## src/rtl/ram_initiator_pkg.sv

```systemverilog
// ram_initiator_pkg: definitions shared by the RAM request master and its helpers.
//   state_e          - 3-bit controller state encoding
//   RAM_READ_LATENCY - registered read latency of the attached ram (cycles)
//   state_is_busy()  - decode of the busy status from a state
package ram_initiator_pkg;

  typedef enum logic [2:0] {
    ST_IDLE       = 3'd0,
    ST_WRITE      = 3'd1,
    ST_READ_ISSUE = 3'd2,
    ST_READ_WAIT  = 3'd3,
    ST_RESP       = 3'd4,
    ST_CLEAR      = 3'd5
  } state_e;

  localparam int unsigned RAM_READ_LATENCY = 32'd1;

  function automatic logic state_is_busy(input state_e state);
    return (state != ST_IDLE);
  endfunction

endpackage

```

## src/rtl/ram_clear_sequencer.sv

```systemverilog
// ram_clear_sequencer: address counter for the power-up clear sweep.
//   clock     - rising-edge clock
//   start_i   - synchronous restart, forces the count to 0
//   advance_i - step the count by one (wraps from all-ones to 0)
//   count_o   - current sweep address
//   last_o    - count_o is the final address of the sweep
// Only instantiated when RAM_INITIATOR_CLEAR_EN is defined.
module ram_clear_sequencer #(
  parameter int unsigned ADDR_BITS = 16
) (
  input  logic                 clock,
  input  logic                 start_i,
  input  logic                 advance_i,
  output logic [ADDR_BITS-1:0] count_o,
  output logic                 last_o
);

  logic [ADDR_BITS-1:0] count_q;

  // Sweep counter: restart on start, otherwise step when told to.
  always_ff @(posedge clock) begin
    if (start_i) begin
      count_q <= {ADDR_BITS{1'b0}};
    end else if (advance_i) begin
      count_q <= count_q + ADDR_BITS'(1'b1);
    end else begin
      count_q <= count_q;
    end
  end

  assign count_o = count_q;
  assign last_o  = &count_q;

endmodule

```

## src/rtl/ram_initiator.sv

```systemverilog
// ram_initiator: request-side master for the single-port synchronous ram.
//   clock, reset       - single rising-edge clock, synchronous active-high reset
//   req_*              - valid/ready request channel from the core (write or read)
//   rsp_*              - held valid/ready read-response channel
//   busy               - controller not idle (also high while reset is asserted)
//   ram_write_enable, ram_address, ram_data_out - registered pins to the ram
//   ram_data_in        - ram read data, valid one cycle after the address
// Build option RAM_INITIATOR_CLEAR_EN: after reset, sweep every address writing
// CLEAR_VALUE before accepting requests.
module ram_initiator
  import ram_initiator_pkg::*;
#(
  parameter int unsigned          ADDR_BITS   = 16,
  parameter int unsigned          DATA_BITS   = 8,
  parameter logic [DATA_BITS-1:0] CLEAR_VALUE = {DATA_BITS{1'b0}}
) (
  input  logic                 clock,
  input  logic                 reset,
  input  logic                 req_valid,
  output logic                 req_ready,
  input  logic                 req_write,
  input  logic [ADDR_BITS-1:0] req_address,
  input  logic [DATA_BITS-1:0] req_data,
  output logic                 rsp_valid,
  input  logic                 rsp_ready,
  output logic [DATA_BITS-1:0] rsp_data,
  output logic                 busy,
  output logic                 ram_write_enable,
  output logic [ADDR_BITS-1:0] ram_address,
  output logic [DATA_BITS-1:0] ram_data_out,
  input  logic [DATA_BITS-1:0] ram_data_in
);

`ifdef RAM_INITIATOR_CLEAR_EN
  // Reset lands directly on the first sweep write (address 0).
  localparam state_e               RESET_STATE = ST_CLEAR;
  localparam logic                 RESET_WE    = 1'b1;
  localparam logic [DATA_BITS-1:0] RESET_WDATA = CLEAR_VALUE;
`else
  localparam state_e               RESET_STATE = ST_IDLE;
  localparam logic                 RESET_WE    = 1'b0;
  localparam logic [DATA_BITS-1:0] RESET_WDATA = {DATA_BITS{1'b0}};
`endif

  state_e               state_q,    state_d;
  logic                 ram_we_q,   ram_we_d;
  logic [ADDR_BITS-1:0] ram_addr_q, ram_addr_d;
  logic [DATA_BITS-1:0] ram_wdat_q, ram_wdat_d;
  logic [DATA_BITS-1:0] rsp_data_q, rsp_data_d;

`ifdef RAM_INITIATOR_CLEAR_EN
  logic                 clr_advance_s;
  logic [ADDR_BITS-1:0] clr_count_s;
  logic                 clr_last_s;

  ram_clear_sequencer #(
    .ADDR_BITS (ADDR_BITS)
  ) u_clear_seq (
    .clock     (clock),
    .start_i   (reset),
    .advance_i (clr_advance_s),
    .count_o   (clr_count_s),
    .last_o    (clr_last_s)
  );
`else
  logic unused_clear_value_s;
  assign unused_clear_value_s = ^CLEAR_VALUE;
`endif

  // Next-state and next ram-pin values; ram_write_enable defaults low.
  always_comb begin
    state_d    = state_q;
    ram_we_d   = 1'b0;
    ram_addr_d = ram_addr_q;
    ram_wdat_d = ram_wdat_q;
    rsp_data_d = rsp_data_q;
`ifdef RAM_INITIATOR_CLEAR_EN
    clr_advance_s = 1'b0;
`endif
    case (state_q)
      ST_IDLE: begin
        if (req_valid) begin
          ram_addr_d = req_address;
          if (req_write) begin
            state_d    = ST_WRITE;
            ram_we_d   = 1'b1;
            ram_wdat_d = req_data;
          end else begin
            state_d = ST_READ_ISSUE;
          end
        end else begin
          state_d = ST_IDLE;
        end
      end
      ST_WRITE:      state_d = ST_IDLE;
      ST_READ_ISSUE: state_d = ST_READ_WAIT;
      ST_READ_WAIT: begin
        // ram output register now holds the addressed word.
        rsp_data_d = ram_data_in;
        state_d    = ST_RESP;
      end
      ST_RESP: begin
        if (rsp_ready) begin
          state_d = ST_IDLE;
        end else begin
          state_d = ST_RESP;
        end
      end
`ifdef RAM_INITIATOR_CLEAR_EN
      ST_CLEAR: begin
        // ram pins already present the current count; queue the next address.
        clr_advance_s = 1'b1;
        if (clr_last_s) begin
          state_d = ST_IDLE;
        end else begin
          state_d    = ST_CLEAR;
          ram_we_d   = 1'b1;
          ram_addr_d = clr_count_s + ADDR_BITS'(1'b1);
          ram_wdat_d = CLEAR_VALUE;
        end
      end
`endif
      default: state_d = ST_IDLE;
    endcase
  end

  // State and registered ram/response pins.
  always_ff @(posedge clock) begin
    if (reset) begin
      state_q    <= RESET_STATE;
      ram_we_q   <= RESET_WE;
      ram_addr_q <= {ADDR_BITS{1'b0}};
      ram_wdat_q <= RESET_WDATA;
      rsp_data_q <= {DATA_BITS{1'b0}};
    end else begin
      state_q    <= state_d;
      ram_we_q   <= ram_we_d;
      ram_addr_q <= ram_addr_d;
      ram_wdat_q <= ram_wdat_d;
      rsp_data_q <= rsp_data_d;
    end
  end

  // Reset masks handshakes and the write strobe in the same cycle, so a write
  // whose WRITE cycle meets reset never reaches the ram.
  assign req_ready        = (state_q == ST_IDLE) && !reset;
  assign rsp_valid        = (state_q == ST_RESP) && !reset;
  assign busy             = state_is_busy(state_q) || reset;
  assign ram_write_enable = ram_we_q && !reset;
  assign ram_address      = ram_addr_q;
  assign ram_data_out     = ram_wdat_q;
  assign rsp_data         = rsp_data_q;

endmodule
```

## config.mk

```make
export PLATFORM = sky130hd
export DESIGN_NAME = ram_initiator
export DESIGN_NICKNAME = d
export VERILOG_FILES = /design/src/rtl/ram_initiator_pkg.sv /design/src/rtl/ram_clear_sequencer.sv /design/src/rtl/ram_initiator.sv
export SDC_FILE = /design/constraint.sdc
export NUM_CORES = 1
export LEC_CHECK = 0
export ABC_AREA = 1
export BUFFER_PORTS_ARGS = -buffer_cell sky130_fd_sc_hd__buf_2
export CORE_MARGIN = 2
export CORE_UTILIZATION = 41
export DETAILED_ROUTE_END_ITERATION = 8
export GPL_TIMING_DRIVEN = 0
export PLACE_DENSITY = 0.75
export SLEW_MARGIN = 0
export SYNTH_ARGS = -nofsm -noshare
export SYNTH_HDL_FRONTEND = slang
export SYNTH_SLANG_ARGS = --single-unit
```

## constraint.sdc

```tcl
create_clock -name clock -period 1.2 [get_ports clock]
set_clock_uncertainty 0.15 [all_clocks]
set_input_delay 0.24 -clock clock [delete_from_list [all_inputs] [get_ports clock]]
set_output_delay 0.24 -clock clock [all_outputs]
set_load 0.03 [all_outputs]
```

==> flow_summary.yaml <==
logic_synthesis:
  yosysWarningCount: 0
  synthCells: 198
  synth_top_family_by_area: "simple AND/OR/NAND/NOR gates"
  ys_types: 17
  ys_ff_latch: 36
  avgSynthCellArea_sq_um: 7.66
  synth-simple-area-share_pct: 28.9
  netlist.area_leader.share_pct: 47.5
  synth_adder_area_share_pct: 0
  ys_seq_area_share_pct: 47.5
  syn_area_sq_mm: 0.00152
  synth.area.top_cells: "dfxtp_1 48%, nand4_1 10%, nand2_1 8.2%"
  synth_fp_nets: 235
  synth_compound_area_share_pct: 8.91
  synth_xor_area_share_pct: 0
  synthMuxAreaShare_pct: 0
  synth_top_cell_by_area: "dfxtp_1"
routing:
  drcViolationCount: 0
  wirelength_microns: 3950
  drtIter0Drc: 71
  top_layer: "met4"
  dr.pass1.iters: 4
  routed-wl-met2_microns: 1910
  via_per_inst: 4.76
  wl_per_cell_microns: 11.8
  vias: 1593
  wl_met3_microns: 273
  ant_nets: 0
  wl_met1_microns: 1740
clock_tree:
  tritoncts: "done"
  cts_sinks: 36
  clockBufferDepth: 2
  clk_pin_slew_ps: 70
  root_buffer: "clkbuf_8"
  h-tree-depth: 2
  clock_latency_ps: 280
  cts_made_buffers: 5
setup_path:
  reg2reg_depth: 6
  arrival_ps: 1230
  required_ps: 810
  ff2ff_setup_slack_ps: -210
  crit_path_end_kind: "output port"
  setup.worst_path.start_class: "flip-flop"
  crit_type: "reg -> out"
  r2r_start: "state_q[0]$_SDFF_PP0_"
  timing.rr.end: "ram_address[5]$_SDFFE_PP0P_"
  path_max_fanout: 2
placed_design:
  placed_cells: 317
  portBuffers: 71
  place_congestion: 0.693
  hpwlAfterDp_microns: 2600
  pre_cts_ws_ps: -312
layout:
  multiInputGateArea_sq_um: 671
  seq_area_sq_um: 736
  fill_cells: 317
  area_delta_synth_final_pct: 59.2
  nets: 324
  layout-drive-gt1-share_pct: 42.2
  final_cells: 335
  diodes: 0
die:
  core_sq_mm: 0.00361
  die_h_microns: 64.8
  rows: 22
  start_util_pct: 42.1
  die_width_microns: 64.8
  dieArea_sq_mm: 0.00420
  io_pins: 73
sta:
  worst_pin_slew_ps: 440
  min_period_over_period_pct: 135
  drv_slew: 0
  rsz0062_at_grt: "yes"
  worst_slack_ps: -422
  fmax_mhz: 617
  relSlewSlack_pct: 70.6
  hold_viol: 0
  period_needed_ps: 1620
  setup_viol: 34
pwr:
  total_power_mw: 3.01
  power.leakage_nw: 1.14
  peakVddDrop_uv: 643
  p_per_area_mw_per_mm2: 1250
min_path:
  hp-start: "ram_data_in[6]"
  holdPathEnd: "rsp_data[6]$_SDFFE_PP0N_"
  worstHoldPathType: "in -> reg"
  hold_depth: 3
global_routing:
  antenna_found_initial: 0
  globalRouteTotalUtil_pct: 19.3
  grt_max_degree: 11
  grt_overflow: 0
  grt_pass1_vias: 1454
  grt_pass1_wl_microns: 6350
status:
  outcome: "finished with violations"
  violations: "setup timing"
flow_run:
  drv_cap: 0
==> critical path, cell delays in order, from the launching register on <==
cell,delay (ps)
dfxtp_4,360
nor2_4,110
buf_6,110
clkbuf_16,120
nand3_4,70
inv_4,60
buf_6,120
==> layout by cell type, fill, tap and decap left out, types with 2 or more instances in the layout <==
cell	n
a21oi_1	17
a21oi_2	2
buf_2	35
buf_4	26
buf_6	24
clkbuf_1	2
clkbuf_8	8
dfxtp_1	28
dfxtp_2	6
dfxtp_4	2
inv_1	26
inv_2	2
inv_4	2
nand2_1	33
nand3_4	5
nand3b_1	2
nand4_1	25
nor2_1	24
nor2_2	2
o21ai_0	7
==> cell usage after synthesis, drive strengths merged <==
cell type	instances
a21oi	19
buf	7
clkbuf	5
clkinv	1
dfxtp	36
inv	30
nand2	33
nand3	4
nand3b	2
nand4	25
nor2	27
nor4	1
o21ai	8
==> power by group <==
group	internal, mW	switching, mW
registers	1.27	0.0487
logic	0.342	0.429
clock network	0.511	0.403
==> flip-flops by register name, summed over array words and instances (netlist names) <==
name	cells
ram_address	16
ram_data_out	8
ram_we_q	1
rsp_data	8
state_q	3
==> cell families after synthesis <==
| logic type | count (synthesis) |
|---|---|
| buffers and inverters | 43 |
| AOI/OAI and AO/OA | 27 |
| and+or+nand+nor | 92 |
| DFF | 36 |
==> through the flow <==
stage | TNS, ps | utilization, % | cell area [sq um] | hold WS [ps]
floorplan | -640 | - | 1560 | 159
global placement | -6350 | 54.6 | 1970 | 296
detailed placement | -7060 | 54.6 | 1970 | 298
CTS | -4720 | 63.6 | 2290 | 41.8
global route | -7970 | 66.9 | 2410 | 57.8
finish | -4910 | 66.9 | 2410 | 39.3
==> routing by layer <==
layer  up-vias  track usage (%)
met2        52             34.4
met1       706             21.9
li1        830                -
met4         0             5.59
met5         -                0
met3         5             6.08
==> worst max path at each step <==
stage | start | end | slack (ps)
final | state_q[0]$_SDFF_PP0_ | req_ready | -420
after global placement | state_q[0]$_SDFF_PP0_ | req_ready | -310
after global routing | state_q[0]$_SDFF_PP0_ | req_ready | -470
after floorplan | state_q[0]$_SDFF_PP0_ | req_ready | -210
after detailed placement | state_q[0]$_SDFF_PP0_ | req_ready | -310
after CTS | state_q[1]$_SDFF_PP0_ | req_ready | -430
==> layout make-up <==
| type | instances | area share [%] |
|---|---|---|
| plain buffers | 12 | 5.50 |
| clock buffers | 7 | 3.99 |
| inverters | 31 | 5.03 |
| multi-input cells | 121 | 27.8 |
| flip-flops and latches | 36 | 30.5 |
| well taps | 48 | 2.49 |
| repair buffers | 80 | 24.7 |
==> what timing repair did <==
item                                    in CTS  in global routing
setup buffers                                8                  1
gates cloned                                 1                  1
pin swaps                                    1                  2
hold buffers                                 0                  0
gates resized for setup                     45                 49
endpoints found under the setup margin      58                 62
Power figures use the tool's default switching activity.
